File: config.mk
export PLATFORM = sky130hd
export DESIGN_NAME = ddrio_rx_align
export DESIGN_NICKNAME = d
export VERILOG_FILES = /design/src/rtl/ddrio_pkg.sv /design/src/rtl/ddrio_rx_deser.sv /design/src/rtl/ddrio_rx_align.sv
export SDC_FILE = /design/constraint.sdc
export NUM_CORES = 1
export LEC_CHECK = 0
export ABC_AREA = 0
export CORE_MARGIN = 4
export CORE_UTILIZATION = 40
export DETAILED_ROUTE_END_ITERATION = 10
export PLACE_DENSITY_LB_ADDON = 0.08
export RECOVER_POWER = 100
export SLEW_MARGIN = 20
export SYNTH_ARGS = -nofsm -noshare
export SYNTH_HDL_FRONTEND = slang
export SYNTH_SLANG_ARGS = --single-unit
File: constraint.sdc
create_clock -name gsclk_il -period 6.1 [get_ports gsclk_il]
set_clock_uncertainty 0.1 [all_clocks]
set_input_delay 1.22 -clock gsclk_il [delete_from_list [all_inputs] [get_ports gsclk_il]]
set_output_delay 1.22 -clock gsclk_il [all_outputs]
set_load 0.02 [all_outputs]
File: src/rtl/ddrio_pkg.sv
// Shared definitions for the DQ read-side aligner: training FSM states and default parameters.
package ddrio_pkg;

   typedef enum logic [2:0] {
      IDLE,
      SKIP,
      CHECK,
      DONE,
      FAIL
   } rx_state_e;

   localparam int unsigned DEF_BURST_LEN     = 8;
   localparam int unsigned DEF_MATCH_CNT     = 4;
   localparam logic [7:0]  DEF_TRAIN_PATTERN = 8'hB1;

   function automatic int unsigned slip_width(input int unsigned burst_len);
      return (burst_len > 1) ? $clog2(burst_len) : 1;
   endfunction

   localparam int unsigned SLIP_W = slip_width(DEF_BURST_LEN);

endpackage

File: src/rtl/ddrio_rx_deser.sv
// Deserializer for one DQ lane: beat history, word-phase counter and slip-selected output window.
module ddrio_rx_deser
   import ddrio_pkg::*;
#(
   parameter int unsigned BURST_LEN = DEF_BURST_LEN,
   parameter int unsigned SLIP_BITS = slip_width(DEF_BURST_LEN)
) (
   input  logic                 clk_i,
   input  logic                 rst_i,
   input  logic [1:0]           q_i,
   input  logic                 rd_en_i,
   input  logic                 burst_start_i,
   input  logic [SLIP_BITS-1:0] slip_i,
   output logic [BURST_LEN-1:0] word_o,
   output logic                 word_stb_o
);

   localparam int unsigned       HIST_W    = 2 * BURST_LEN;
   localparam int unsigned       BEATS     = BURST_LEN / 2;
   localparam int unsigned       BEAT_W    = (BEATS > 1) ? $clog2(BEATS) : 1;
   localparam logic [BEAT_W-1:0] LAST_BEAT = BEAT_W'(BEATS - 1);

   logic [HIST_W-1:0] hist_q, hist_d;
   logic [BEAT_W-1:0] beat_q, beat_d;
   logic [BEAT_W-1:0] beat_idx;
   logic              stb_q, stb_d;

   // The newest beat lands in the low bits, so hist[0] is always the latest bit on the wire.
   always_comb begin
      hist_d   = hist_q;
      beat_d   = beat_q;
      stb_d    = 1'b0;
      beat_idx = burst_start_i ? '0 : beat_q;
      if (rd_en_i) begin
         hist_d = {hist_q[HIST_W-3:0], q_i[0], q_i[1]};
         beat_d = (beat_idx == LAST_BEAT) ? '0 : beat_idx + 1'b1;
         stb_d  = (beat_idx == LAST_BEAT);
      end
   end

   always_ff @(posedge clk_i or posedge rst_i) begin
      if (rst_i) begin
         hist_q <= '0;
         beat_q <= '0;
         stb_q  <= 1'b0;
      end else begin
         hist_q <= hist_d;
         beat_q <= beat_d;
         stb_q  <= stb_d;
      end
   end

   // Window hist[slip+BURST_LEN-1 : slip]; strobe marks the cycle after the last beat was taken.
   assign word_o     = BURST_LEN'(hist_q >> slip_i);
   assign word_stb_o = stb_q;

endmodule

File: src/rtl/ddrio_rx_align.sv
// Read-side DQ lane aligner: deserializes DDR capture beats and bit-slips against a training word.
module ddrio_rx_align
   import ddrio_pkg::*;
#(
   parameter int unsigned          BURST_LEN     = DEF_BURST_LEN,
   parameter logic [BURST_LEN-1:0] TRAIN_PATTERN = BURST_LEN'(DEF_TRAIN_PATTERN),
   parameter int unsigned          MATCH_CNT     = DEF_MATCH_CNT
) (
   input  logic                         gsclk_il,
   input  logic                         rst,
   input  logic [1:0]                   q_0,
   input  logic                         rd_en,
   input  logic                         burst_start,
   input  logic                         train_start,
   output logic [BURST_LEN-1:0]         rdata,
   output logic                         rdata_valid,
   output logic                         train_busy,
   output logic                         train_done,
   output logic                         train_fail,
   output logic [$clog2(BURST_LEN)-1:0] slip_cnt
);

   localparam int unsigned SLIP_BITS = slip_width(BURST_LEN);
   localparam int unsigned MATCH_W   = $clog2(MATCH_CNT + 1);

   rx_state_e              state_q;
   logic [SLIP_BITS-1:0]   slip_q;
   logic [MATCH_W-1:0]     match_q;
   logic                   busy_q;
   logic                   done_q;
   logic                   fail_q;
   logic [BURST_LEN-1:0]   rdata_q;
   logic                   valid_q;

   logic [BURST_LEN-1:0]   word;
   logic                   word_stb;

   ddrio_rx_deser #(
      .BURST_LEN (BURST_LEN),
      .SLIP_BITS (SLIP_BITS)
   ) u_deser (
      .clk_i         (gsclk_il),
      .rst_i         (rst),
      .q_i           (q_0),
      .rd_en_i       (rd_en),
      .burst_start_i (burst_start),
      .slip_i        (slip_q),
      .word_o        (word),
      .word_stb_o    (word_stb)
   );

   always_ff @(posedge gsclk_il or posedge rst) begin
      if (rst) begin
         state_q <= IDLE;
         slip_q  <= '0;
         match_q <= '0;
         busy_q  <= 1'b0;
         done_q  <= 1'b0;
         fail_q  <= 1'b0;
         rdata_q <= '0;
         valid_q <= 1'b0;
      end else begin
         valid_q <= 1'b0;
         // Data path reports every word with the slip in force before this edge, even on restart.
         if (word_stb) begin
            rdata_q <= word;
            valid_q <= (state_q == IDLE) || (state_q == DONE);
         end

         if (train_start && (state_q inside {IDLE, DONE, FAIL})) begin
            state_q <= SKIP;
            slip_q  <= '0;
            match_q <= '0;
            busy_q  <= 1'b1;
            done_q  <= 1'b0;
            fail_q  <= 1'b0;
         end else if (word_stb) begin
            case (state_q)
               SKIP: state_q <= CHECK;
               CHECK: begin
                  if (word == TRAIN_PATTERN) begin
                     match_q <= match_q + 1'b1;
                     if (match_q == MATCH_W'(MATCH_CNT - 1)) begin
                        state_q <= DONE;
                        busy_q  <= 1'b0;
                        done_q  <= 1'b1;
                     end
                  end else begin
                     match_q <= '0;
                     if (slip_q == SLIP_BITS'(BURST_LEN - 1)) begin
                        state_q <= FAIL;
                        busy_q  <= 1'b0;
                        fail_q  <= 1'b1;
                     end else begin
                        slip_q  <= slip_q + 1'b1;
                        state_q <= SKIP;
                     end
                  end
               end
               default: ;
            endcase
         end
      end
   end

   assign rdata       = rdata_q;
   assign rdata_valid = valid_q;
   assign train_busy  = busy_q;
   assign train_done  = done_q;
   assign train_fail  = fail_q;
   assign slip_cnt    = slip_q;

endmodule

Yosys cells after proc, flatten, opt, wreduce, memory -nomap -nowiden:

Cells that the tools add are included.

* add/subtract/negate cells: 3
* $mul: 0
* divide/modulo/power cells: 0
* order comparisons: 0
* equal/unequal tests: 12
* shift-type cells: 1
* muxes and demuxes: 35
* bitwise operators: 0
* reductions and logical operators: 17

Operator list (count)
* $mux 3: 14
* $mux 1: 18
* $reduce_and 4->1: 4
* $shr 16x3->8: 1
* $reduce_bool 2->1: 5
* $eq 3x2->1 const B: 3
* $reduce_bool 3->1: 3
* $eq 8x8->1 const B: 1
* $add 3x1->3 const B: 2
* $eq 3x3->1 const B: 2
* $pmux 3 s2: 1
* $mux 2: 2
* $ne 2x2->1 const B: 2
* $ne 4x4->1 const B: 1
* $eq 3x1->1 const B: 1
* $logic_not 3->1: 1
* $ne 3x2->1 const B: 1
* $reduce_and 3->1: 1
* $add 2x1->2 const B: 1
* $eq 2x2->1 const B: 1
* $reduce_and 2->1: 1
* $logic_and 1x1->1: 1
* $logic_or 1x1->1: 1

* register bits: 40
* bits in latches: 0
* memory bits (writable): 0
* bits in read-only memories: 0
* input port bits: 7
* output and inout bits: 15
* logic and storage cells: 79
* memories kept: 0

Depth between registers and ports, before layout:

Gate-level depths: netlist of the first run.

* depth after elaboration: 6
* gate-level depth with buffers: 9
* mapped depth without buffers: 6

Hierarchy:

Synthesis of the first run repeated with hierarchy kept, for this count alone.

* cell total of the unflattened synthesis: 172
* area total of the unflattened synthesis: 2114.5 µm²

By module, submodules not included
* ddrio_rx_deser: instances 1, cells an instance 91, area each 1124.8 µm², seq. area each 450.4 µm²
* ddrio_rx_align: instances 1, cells an instance 81, area each 989.7 µm², seq. area each 525.5 µm²

Least setup slack after synthesis of the first run:

OpenSTA, ideal clock, no wires.

* path kind: reg2reg
* from: reg slip_q[1] (netlist: slip_cnt[1])
* to: reg match_q[0]
* setup time: 77 ps
* arrival: 2424 ps
* required time: 5923 ps
* path slack: 3499 ps
* cell stages (with the launch flop): 9
* buffers on the path: 2
* period minus slack after synthesis: 2601 ps
* cells stage by stage: dfrtp_1 buf_2 nor3b_1 a31oi_1 mux4_2 or4_4 buf_6 or3_1 a21oi_1

* word-level cells in the longest chain between the ends: 6

Ends and longest elaborated chain
* start, declared: RTL line ddrio_rx_align.sv:27 `logic [SLIP_BITS-1:0] slip_q;`
* start signal, assigned: RTL line ddrio_rx_align.sv:95 `slip_q <= slip_q + 1'b1;`
* $shr 16x3->8: RTL line ddrio_rx_deser.sv:54 `assign word_o = BURST_LEN'(hist_q >> slip_i);`
* $eq 8x8->1: RTL line ddrio_rx_align.sv:81 `if (word == TRAIN_PATTERN) begin`
* $mux 3: RTL line ddrio_rx_align.sv:81
* $mux 3: RTL line ddrio_rx_align.sv:78 `case (state_q)`
* $mux 3: RTL line ddrio_rx_align.sv:77 `end else if (word_stb) begin`
* $mux 3: RTL line ddrio_rx_align.sv:70 `if (train_start && (state_q inside {IDLE, DONE, FAIL})) begin`
* end signal, assigned: RTL line ddrio_rx_align.sv:82 `match_q <= match_q + 1'b1;`
* end, declared: RTL line ddrio_rx_align.sv:28 `logic [MATCH_W-1:0] match_q;`

No other way between the ends. The select of a mux whose other input is x is not followed.
A chain may end at the register's enable or synchronous reset.

Final worst setup path of the first run:

* from: reg slip_q[1] (netlist: slip_cnt[1])
* to: reg match_q[2]

Same word-level chain as after synthesis.

==> metrics.txt, run 1 <==
source of the worst hold timing path train_fail$_DFFE_PP0P_; Post-synth EDFFs 0; via count 1,739; CP Capture Type register; Post-Place Setup Slack 2925 ps; most frequent cell after synthesis dfrtp_1; Worst Path Max Fanout 22; Mean Syn Cell Area 10.21 um^2; share of cells above drive strength 1 14.23%; Hold WS 389.3 ps; Pint 567.4 uW; crit path DAT around 3900 ps; asr flop ratio synth 100.0%; global placer's final weighted congestion 0.7835; DRT Pass-1 Iters 4; most common flop cell mapped by yosys dfrtp_1; Mapped Nets 242; Min-Delay Path Class register to register; Post-synth top cells dfrtp_1 (39), mux2i_1 (21), nor2_1 (21); Final nets ~260; sequential share of the synthesized area 41.58%; final worst slack 2343 ps; clock network power share 25.0%; total setup buffers inserted after CTS 0; WS Path Type register to register; mux share of post-synthesis cell area 21.11%; area of the die slightly above 7000 um^2; CTS tree built; CTS buffer count 5; cts hold-fix bufs 0; Worst-Skew Late Latency 290 ps; post-synth top area share 41.58%; Psw 295.7 uW; Synth Area in Adders 2.665%; max cap viols 1; Mapped Area ~2300 um^2; worst flop-to-flop path endpoint match_q[2]$_DFFE_PP0P_; Ports 22; cells on worst reg2reg path 7; simple-gate share of the synthesized area 15.99%; Post-Route Setup TNS 0 ps; Max VDD drop 0.0001919 V; Final Hold Vio Count 0; hpwl dp 3.249 mm; failing checks max-capacitance violations, max-slew violations; # DRC 0; largest net degree at the start of global routing 40; Max Fclk between 0.2 and 0.3 GHz; fill count 550; min Tclk post-route 3757 ps; CP required around 6200 ps; Finish-stage setup viols 0; Synth area leaders dfrtp_1 (42%), mux2i_1 (9.0%), mux2_2 (7.2%); area leader, netlist dfrtp_1; Clock Tree Root clkbuf_8; P per Cell Area approximately 320 nW/um^2; row cnt 27; Slew Limit Fails 40; Hold Path Cell Cnt 1; Logic pwr share 30.4%; hold path endpoint train_fail$_DFFE_PP0P_; main combinational cell family by area after synthesis multiplexers; Bufs on Longest Clock Path 2; post-synthesis compound-gate area fraction a little over an eighth; Die H 84.61 um; Sequential Power Share between 40% and 50%; DR iter-0 viols 161; core box area 5608 um^2; vias in the first global route 1,639; H-tree depth 2; Synth Register Bits 39; Reg-to-Reg Start slip_cnt[1]$_DFFE_PP0P_; vias per std cell roughly 5.5; Horiz. Die Dim between 80 and 90 um; DR WL/cell 14.82 um; DRT Wirelength 4.712 mm; ANT cells 0; Leak 0.001100 uW; All-Layer GR Usage ~14%; FF-to-FF setup slack approximately 2300 ps; Worst setup SP type register; P&R area growth vs syn 14.66%; total gr overflow 0; status complete, but fails checks; Clock Sinks 39; cell count after synthesis 230; post-route ant nets 0; Port Buffers 21; sw frac 34.26%; Slew headroom -41.00%; YS warnings 0; measured slew at the worst slew-check pin between 2000 and 2500 ps; final worst-path cycle share 61.59%; clock-pin slew of the registers on the worst-case setup and hold paths around 80 ps; CTS resizes 0; Yosys cell types 49; initial antenna violation count 0; first-pass GRT wire length around 8 mm; Post-Synth XOR/XNOR Area 0.3731%; Starting Density 41.86%; RSZ-0062 raised after global routing no
-- placed cells by master, fill, tap and decap left out, types with 6 or more instances in the layout --
| cell type | n |
|---|---|
| dfrtp_1 | 39 |
| nor2b_1 | 6 |
| nor2_1 | 21 |
| mux2_2 | 14 |
| mux2i_1 | 21 |
| a21oi_1 | 16 |
| nand2_1 | 17 |
| inv_1 | 6 |
| dlygate4sd3_1 | 17 |
-- per-layer routing --
layer  vias up  share of wire, %  GRT usage (%)
li1        872                 -              -
met1       821                53          21.10
met2        42                41          19.43
met3         4               4.5          3.042
met4         0               1.3          5.180
met5         -                 0              0
-- how the worst max path moves through the flow --
stage                     slack [ps]                endpoint                    start
after floorplan                 3500  match_q[0]$_DFFE_PP0P_  slip_cnt[1]$_DFFE_PP0P_
after global placement          2970  match_q[0]$_DFFE_PP0P_  slip_cnt[0]$_DFFE_PP0P_
after global routing            2090  match_q[0]$_DFFE_PP0P_  slip_cnt[1]$_DFFE_PP0P_
after detailed placement        2920  match_q[0]$_DFFE_PP0P_  slip_cnt[0]$_DFFE_PP0P_
final                           2340  match_q[2]$_DFFE_PP0P_  slip_cnt[1]$_DFFE_PP0P_
after CTS                       2880             slip_cnt[0]  slip_cnt[0]$_DFFE_PP0P_
-- state kept, by name (all words and copies together), names as in the netlist --
name                count
match_q                 3
rdata                   8
rdata_valid             1
slip_cnt                3
state_q                 3
train_busy              1
train_done              1
train_fail              1
u_deser.beat_q          2
u_deser.hist_q         15
u_deser.word_stb_o      1
-- cells by family (layout without fill, tap and decap cells) --
group                    after synthesis  in the layout
AO/OA/AOI/OAI                         48             48
buffers and inverters                 24             40
flip-flops                            39             39
XOR/XNOR                               1              1
multiplexers                          41             41
AND/OR/NAND/NOR                       72             72
adder cells (fa/ha/maj)                5              5
-- stage by stage --
step | util (%) | total power (uW) | cells | area [um^2]
after floorplan | - | 564.3 | 230 | 2347
after detailed placement | 46.18 | 666.8 | 310 | 2590
after global placement | 46.18 | 668.5 | 310 | 2590
after CTS | 48.19 | 883.2 | 318 | 2703
final | 47.99 | 863.1 | 318 | 2691
after global routing | 47.99 | 923.8 | 318 | 2691
-- critical path: stages, from the launching register on --
cell,delay [ps]
dfrtp_1,810
clkbuf_1,810
nand3b_1,150
o31a_1,140
mux4_2,450
or4_1,670
or3_1,410
a21oi_1,150
-- final cells by class --
| class | instances | area (um^2) | area share (%) |
|---|---|---|---|
| timing repair buffer | 24 | 225.2 | 8.368 |
| inverter | 8 | 30.03 | 1.116 |
| sequential | 39 | 975.9 | 36.26 |
| clock inverter | 3 | 43.79 | 1.627 |
| clock buffer | 5 | 68.82 | 2.557 |
| multi-input combinational | 167 | 1257 | 46.72 |
| tap | 72 | 90.09 | 3.347 |
-- power by group through the flow --
stage	combinational (uW)	sequential (uW)	clock, uW
finish	263	385	216
global route	291	398	234
CTS	277	386	221
detailed placement	276	391	0
global placement	276	393	0
floorplan	169	396	0
(Power assumes the default switching activity.)
==> run 2, diff against run 1 <==
- clock period: 6.1 -> 3.45 ns (I/O delays scaled with it)
==> run 2 against run 1 <==
The flow now finishes without violations. Global-route usage increased by 0.32 points. Setup slack got worse by 1900 ps. Flip-flop and latch count unchanged. Non-clock buffer count up 2. Sequential power up 76%. Final cell count up 0.63%. Final area increased by 0.88%. Clock power is 85% higher. Via count shrank 0.92%. Routed wire length is 1.7% higher. Hold slack gained 3.7 ps. Total power grew 79%. Critical endpoint is now slip_cnt[1]. Largest power group unchanged.
==> metrics.txt, run 2 (synthesis results as in run 1) <==
Final Hold Vio Count 0 (unchanged); total gr overflow 0 (unchanged); Final nets 259 (+0.78%); Min-Delay Path Class register to register; CP endpoint slip_cnt[1]; vias in the first global route 1,664 (+1.5%); Top reg by flops u_deser.hist_q; CP Capture Type output pin; initial antenna violation count 0 (unchanged); post-route ant nets 0 (unchanged); All-Layer GR Usage 14.30% (+0.32 points); max cap viols 0 (-1); measured slew at the worst slew-check pin 787.7 ps (-1327 ps); min Tclk post-route 3010 ps; Post-Place Setup Slack 567.8 ps (-2357 ps); Reg-to-Reg Start slip_cnt[1]$_DFFE_PP0P_; CP required 2660 ps (-3550 ps); CTS buffer count 5 (unchanged); final worst slack 439.7 ps (-1903 ps); Slew headroom 47.31% (+88 points); DR iter-0 viols 159 (-1.2%); Clock Sinks 39 (unchanged); DR WL/cell 14.98 um (+1.1%); Starting Density 41.86% (unchanged); crit path launch slip_cnt[1]$_DFFE_PP0P_; Bufs on Longest Clock Path 2 (unchanged); most frequent cells in the layout dfrtp_1 (39), nor2_1 (21), mux2i_1 (21); Ports 22 (unchanged); via count 1,723 (-0.92%); max reg flops 15 (unchanged); CTS resizes 0 (unchanged); core box area 5608 um^2 (unchanged); # DRC 0 (unchanged); crit path DAT 2220 ps (-1650 ps); share of cells above drive strength 1 15.32% (+1.1 points); CTS tree built; P per Cell Area 569.6 nW/um^2 (+78%); Leak 0.001111 uW (+1.0%); status complete, no violations; RSZ-0062 raised after global routing no; cells on worst reg2reg path 7 (unchanged); area of the die 7158 um^2 (unchanged); row cnt 27 (unchanged); Port Buffers 21 (unchanged); cts hold-fix bufs 0 (unchanged); worst path cell trace buf_4, dlygate4sd3_1; Slew Limit Fails 0 (-100%); hpwl dp 3.312 mm (+1.9%); Clock Tree Root clkbuf_8; Post-Route Setup TNS 0 ps (unchanged); Worst-Skew Late Latency 300 ps (about the same); source of the worst hold timing path train_fail$_DFFE_PP0P_; Max VDD drop 0.0002349 V (+22%); slowest CP cell dfrtp_1; FF-to-FF setup slack 500 ps (-1840 ps); final worst-path cycle share 87.26%; clock-pin slew of the registers on the worst-case setup and hold paths 80 ps (about the same); Worst Path Max Fanout 22 (unchanged); first-pass GRT wire length 8.252 mm (+1.4%); ANT cells 0 (unchanged); P&R area growth vs syn 15.67%; largest net degree at the start of global routing 40 (unchanged); most common cell after layout, fill and taps aside dfrtp_1; total setup buffers inserted after CTS 0 (unchanged); DRT Wirelength 4.792 mm (+1.7%); Worst setup SP type register; Max Fclk 0.3322 GHz; Worst path max stage delay 860 ps (+50 ps); H-tree depth 2 (unchanged); vias per std cell 5.384 (-1.5%); WS Path Type register to output pin; global placer's final weighted congestion 0.7804 (-0.40%); Horiz. Die Dim 84.61 um (unchanged); Finish-stage setup viols 0 (unchanged); worst flop-to-flop path endpoint match_q[0]$_DFFE_PP0P_; Die H 84.61 um (unchanged); DRT Pass-1 Iters 4 (unchanged)
==> run 2: cell types whose count changed in the layout (fill, tap and decap cells not counted), sizes merged <==
cell,delta
buf,+2
clkbuf,+1
clkdlybuf4s50,+1
clkinv,-1
dlygate4sd3,-1
==> run 2: per-layer routing <==
layer  part of all wire [%]  global-route usage (%)  wire length, um
met1                     53                   21.48             2538
met2                     41                   19.64             1962
met3                    4.0                   3.042              192
met5                      0                       0                0
met4                    2.0                   6.043               98
==> run 2: layout make-up <==
class                           count  area [um^2]
Sequential cell                    39        975.9
Inverter                            8        30.03
Fill cell                         561         2893
Clock inverter                      2        35.03
Timing Repair Buffer               26        240.2
Multi-Input combinational cell    167         1261
Clock buffer                        6        82.58
Tap cell                           72        90.09
==> run 2: worst max-delay path: cells and delay by family (launching register included) <==
kind / cells / cell delay, ps
buffers and inverters: 2 / 1060
flip-flops: 1 / 860
==> run 2: per-stage QoR <==
stage	std cells	hold WS (ps)	total power (uW)	cell area (um^2)	util, %
finish	320	393.0	1547	2715	48.42
floorplan	230	372.7	997.8	2347	-
detailed placement	312	382.6	1180	2605	46.45
global route	320	428.2	1659	2715	48.42
CTS	320	403.1	1585	2723	48.55
global placement	312	380.6	1175	2605	46.45
==> run 2: where the power goes <==
group	internal (uW)	switching, uW	leakage, uW
combinational	231	239	0.000572
clock	234	166	0.0000612
sequential	558	119	0.000478
==> run 2: worst min path at each step <==
| stage | depth (start not counted) | end |
|---|---|---|
| after global routing | 1 | train_fail$_DFFE_PP0P_ |
| after floorplan | 1 | u_deser.beat_q[1]$_DFFE_PP0P_ |
| after global placement | 1 | train_fail$_DFFE_PP0P_ |
| final | 1 | train_fail$_DFFE_PP0P_ |
| after CTS | 1 | train_fail$_DFFE_PP0P_ |
| after detailed placement | 1 | train_fail$_DFFE_PP0P_ |
==> run 3, diff against run 2 <==
- clock period: 3.45 -> 3.3 ns (I/O delays scaled with it)
==> run 3 against run 2 <==
Sequential share of layout area increased by 0.38 points. Setup slack worse by 5.0 ps. Utilization fell by 0.51 points. Critical endpoint is now match_q[0]$_DFFE_PP0P_. Largest power group unchanged. Highest routed layer unchanged.
==> metrics.txt, run 3 (synthesis results as in run 1) <==
DRT Wirelength 4.931 mm (+2.9%); DR iter-0 viols 99 (-38%); Port Buffers 21 (unchanged); H-tree depth 2 (unchanged); vias in the first global route 1,669 (+0.30%); post-route ant nets 0 (unchanged); DR WL/cell 15.41 um (+2.9%); P per Cell Area 570.0 nW/um^2 (about the same); most frequent cells in the layout dfrtp_1 (39), nor2_1 (21), mux2i_1 (21); CP Capture Type register; Finish-stage setup viols 0 (unchanged); crit path DAT 2990 ps (+770 ps); Bufs on Longest Clock Path 2 (unchanged); design area 2686 um^2 (-1.1%); Horiz. Die Dim 84.61 um (unchanged); Post-Place Cell Area 2613 um^2 (+0.29%); global placer's final weighted congestion 0.8038 (+3.0%); initial antenna violation count 0 (unchanged); Leak 0.001103 uW (-0.71%); RSZ-0062 raised after global routing no; status complete, no violations; crit path launch slip_cnt[1]$_DFFE_PP0P_; Worst setup SP type register; hpwl dp 3.384 mm (+2.2%); Max VDD drop 0.0002298 V (-2.2%); Die H 84.61 um (unchanged); Reg-to-Reg Start slip_cnt[1]$_DFFE_PP0P_; CTS tree built; CTS resizes 0 (unchanged); Starting Density 41.86% (unchanged); Clock Tree Root clkbuf_8; first-pass GRT wire length 8.266 mm (+0.17%); via count 1,751 (+1.6%); fill count 558 (-0.53%); cts hold-fix bufs 0 (unchanged); Slew Limit Fails 0 (unchanged); worst flop-to-flop path endpoint match_q[0]$_DFFE_PP0P_; cells on worst reg2reg path 7 (unchanged); Clock Sinks 39 (unchanged); FF-to-FF setup slack 430 ps (-70 ps); vias per std cell 5.472 (+1.6%); Min-Delay Path Class register to register; # DRC 0 (unchanged); Worst Path Max Fanout 19 (-14%); Post-Route Setup TNS 0 ps (unchanged); Worst-Skew Late Latency 290 ps (about the same); most common cell after layout, fill and taps aside dfrtp_1; share of cells above drive strength 1 15.32% (unchanged); source of the worst hold timing path train_fail$_DFFE_PP0P_; DRT Pass-1 Iters 4 (unchanged); hold path endpoint train_fail$_DFFE_PP0P_; max reg flops 15 (unchanged); Top reg by flops u_deser.hist_q; Final nets 260 (+0.39%); row cnt 27 (unchanged); Ports 22 (unchanged); Total Power 1531 uW (-0.99%); final worst-path cycle share just under 90%; WS Path Type register to register; largest net degree at the start of global routing 40 (unchanged); ANT cells 0 (unchanged); Slew headroom 35.55% (-12 points); area of the die 7158 um^2 (unchanged); total setup buffers inserted after CTS 0 (unchanged); min Tclk post-route 2865 ps; All-Layer GR Usage 14.34% (+0.035 points); CTS buffer count 5 (unchanged); max cap viols 0 (unchanged); total gr overflow 0 (unchanged); Hold Path Cell Cnt 1 (unchanged); Final Hold Vio Count 0 (unchanged); core box area 5608 um^2 (unchanged); Max Fclk 0.3490 GHz; P&R area growth vs syn 14.45%; clock-pin slew of the registers on the worst-case setup and hold paths 70 ps (about the same); measured slew at the worst slew-check pin 966.8 ps (+179.1 ps); CP required 3420 ps (+760 ps)
## run 3: cell count changes in the layout (fill, tap and decap cells not counted)
cell	change
clkdlybuf4s50_1	-1
or4_1	+1
dlygate4sd3_1	+1
bufinv_16	-1
mux2_2	+1
mux2_1	-1
or4_4	-1
clkbuf_2	+1
## run 3: through the flow
stage	utilization, %	hold slack (ps)	worst slack [ps]	std cells
final	47.90	388.5	434.7	320
after global routing	47.90	422.0	193.0	320
after CTS	48.15	397.0	573.7	320
after detailed placement	46.59	381.9	598.3	313
after global placement	46.59	371.8	639.1	313
after floorplan	-	372.7	698.6	230
## run 3: layout make-up
class	count	area, um^2	share of cell area, %
Clock buffer	6	82.58	3.074
Inverter	8	30.03	1.118
Clock inverter	1	5.005	0.1863
Sequential cell	39	975.9	36.33
Timing Repair Buffer	27	245.2	9.129
Multi-Input combinational cell	167	1257	46.81
Tap cell	72	90.09	3.354
## run 3: worst max-delay path, cell delays in order (launching register included)
cell      delay [ps]
dfrtp_1          570
buf_4            300
or3b_2           470
o211ai_1          90
nand4_1          110
or4_1            600
or3_1            410
a21oi_1          140
## run 3: how the worst max path moves through the flow
stage                              to  depth (start not counted)
3_5_place_dp   match_q[0]$_DFFE_PP0P_                          7
4_1_cts        match_q[0]$_DFFE_PP0P_                          7
5_1_grt        train_busy$_DFFE_PP0P_                          7
6_report       match_q[0]$_DFFE_PP0P_                          7
2_1_floorplan  match_q[0]$_DFFE_PP0P_                          8
3_3_place_gp   match_q[2]$_DFFE_PP0P_                          7
## run 3: metal layers
metal | global-route usage (%) | part of all wire, %
met1 | 20.53 | 51
met2 | 21.28 | 43
met3 | 3.435 | 5.0
met4 | 4.748 | 1.2
met5 | 0 | 0
## run 3: power breakdown
part	total, uW	leakage (uW)	internal [uW]	switching, uW
Clock	328	0.0000470	164	164
Combinational	493	0.000579	243	250
Sequential	711	0.000478	584	127
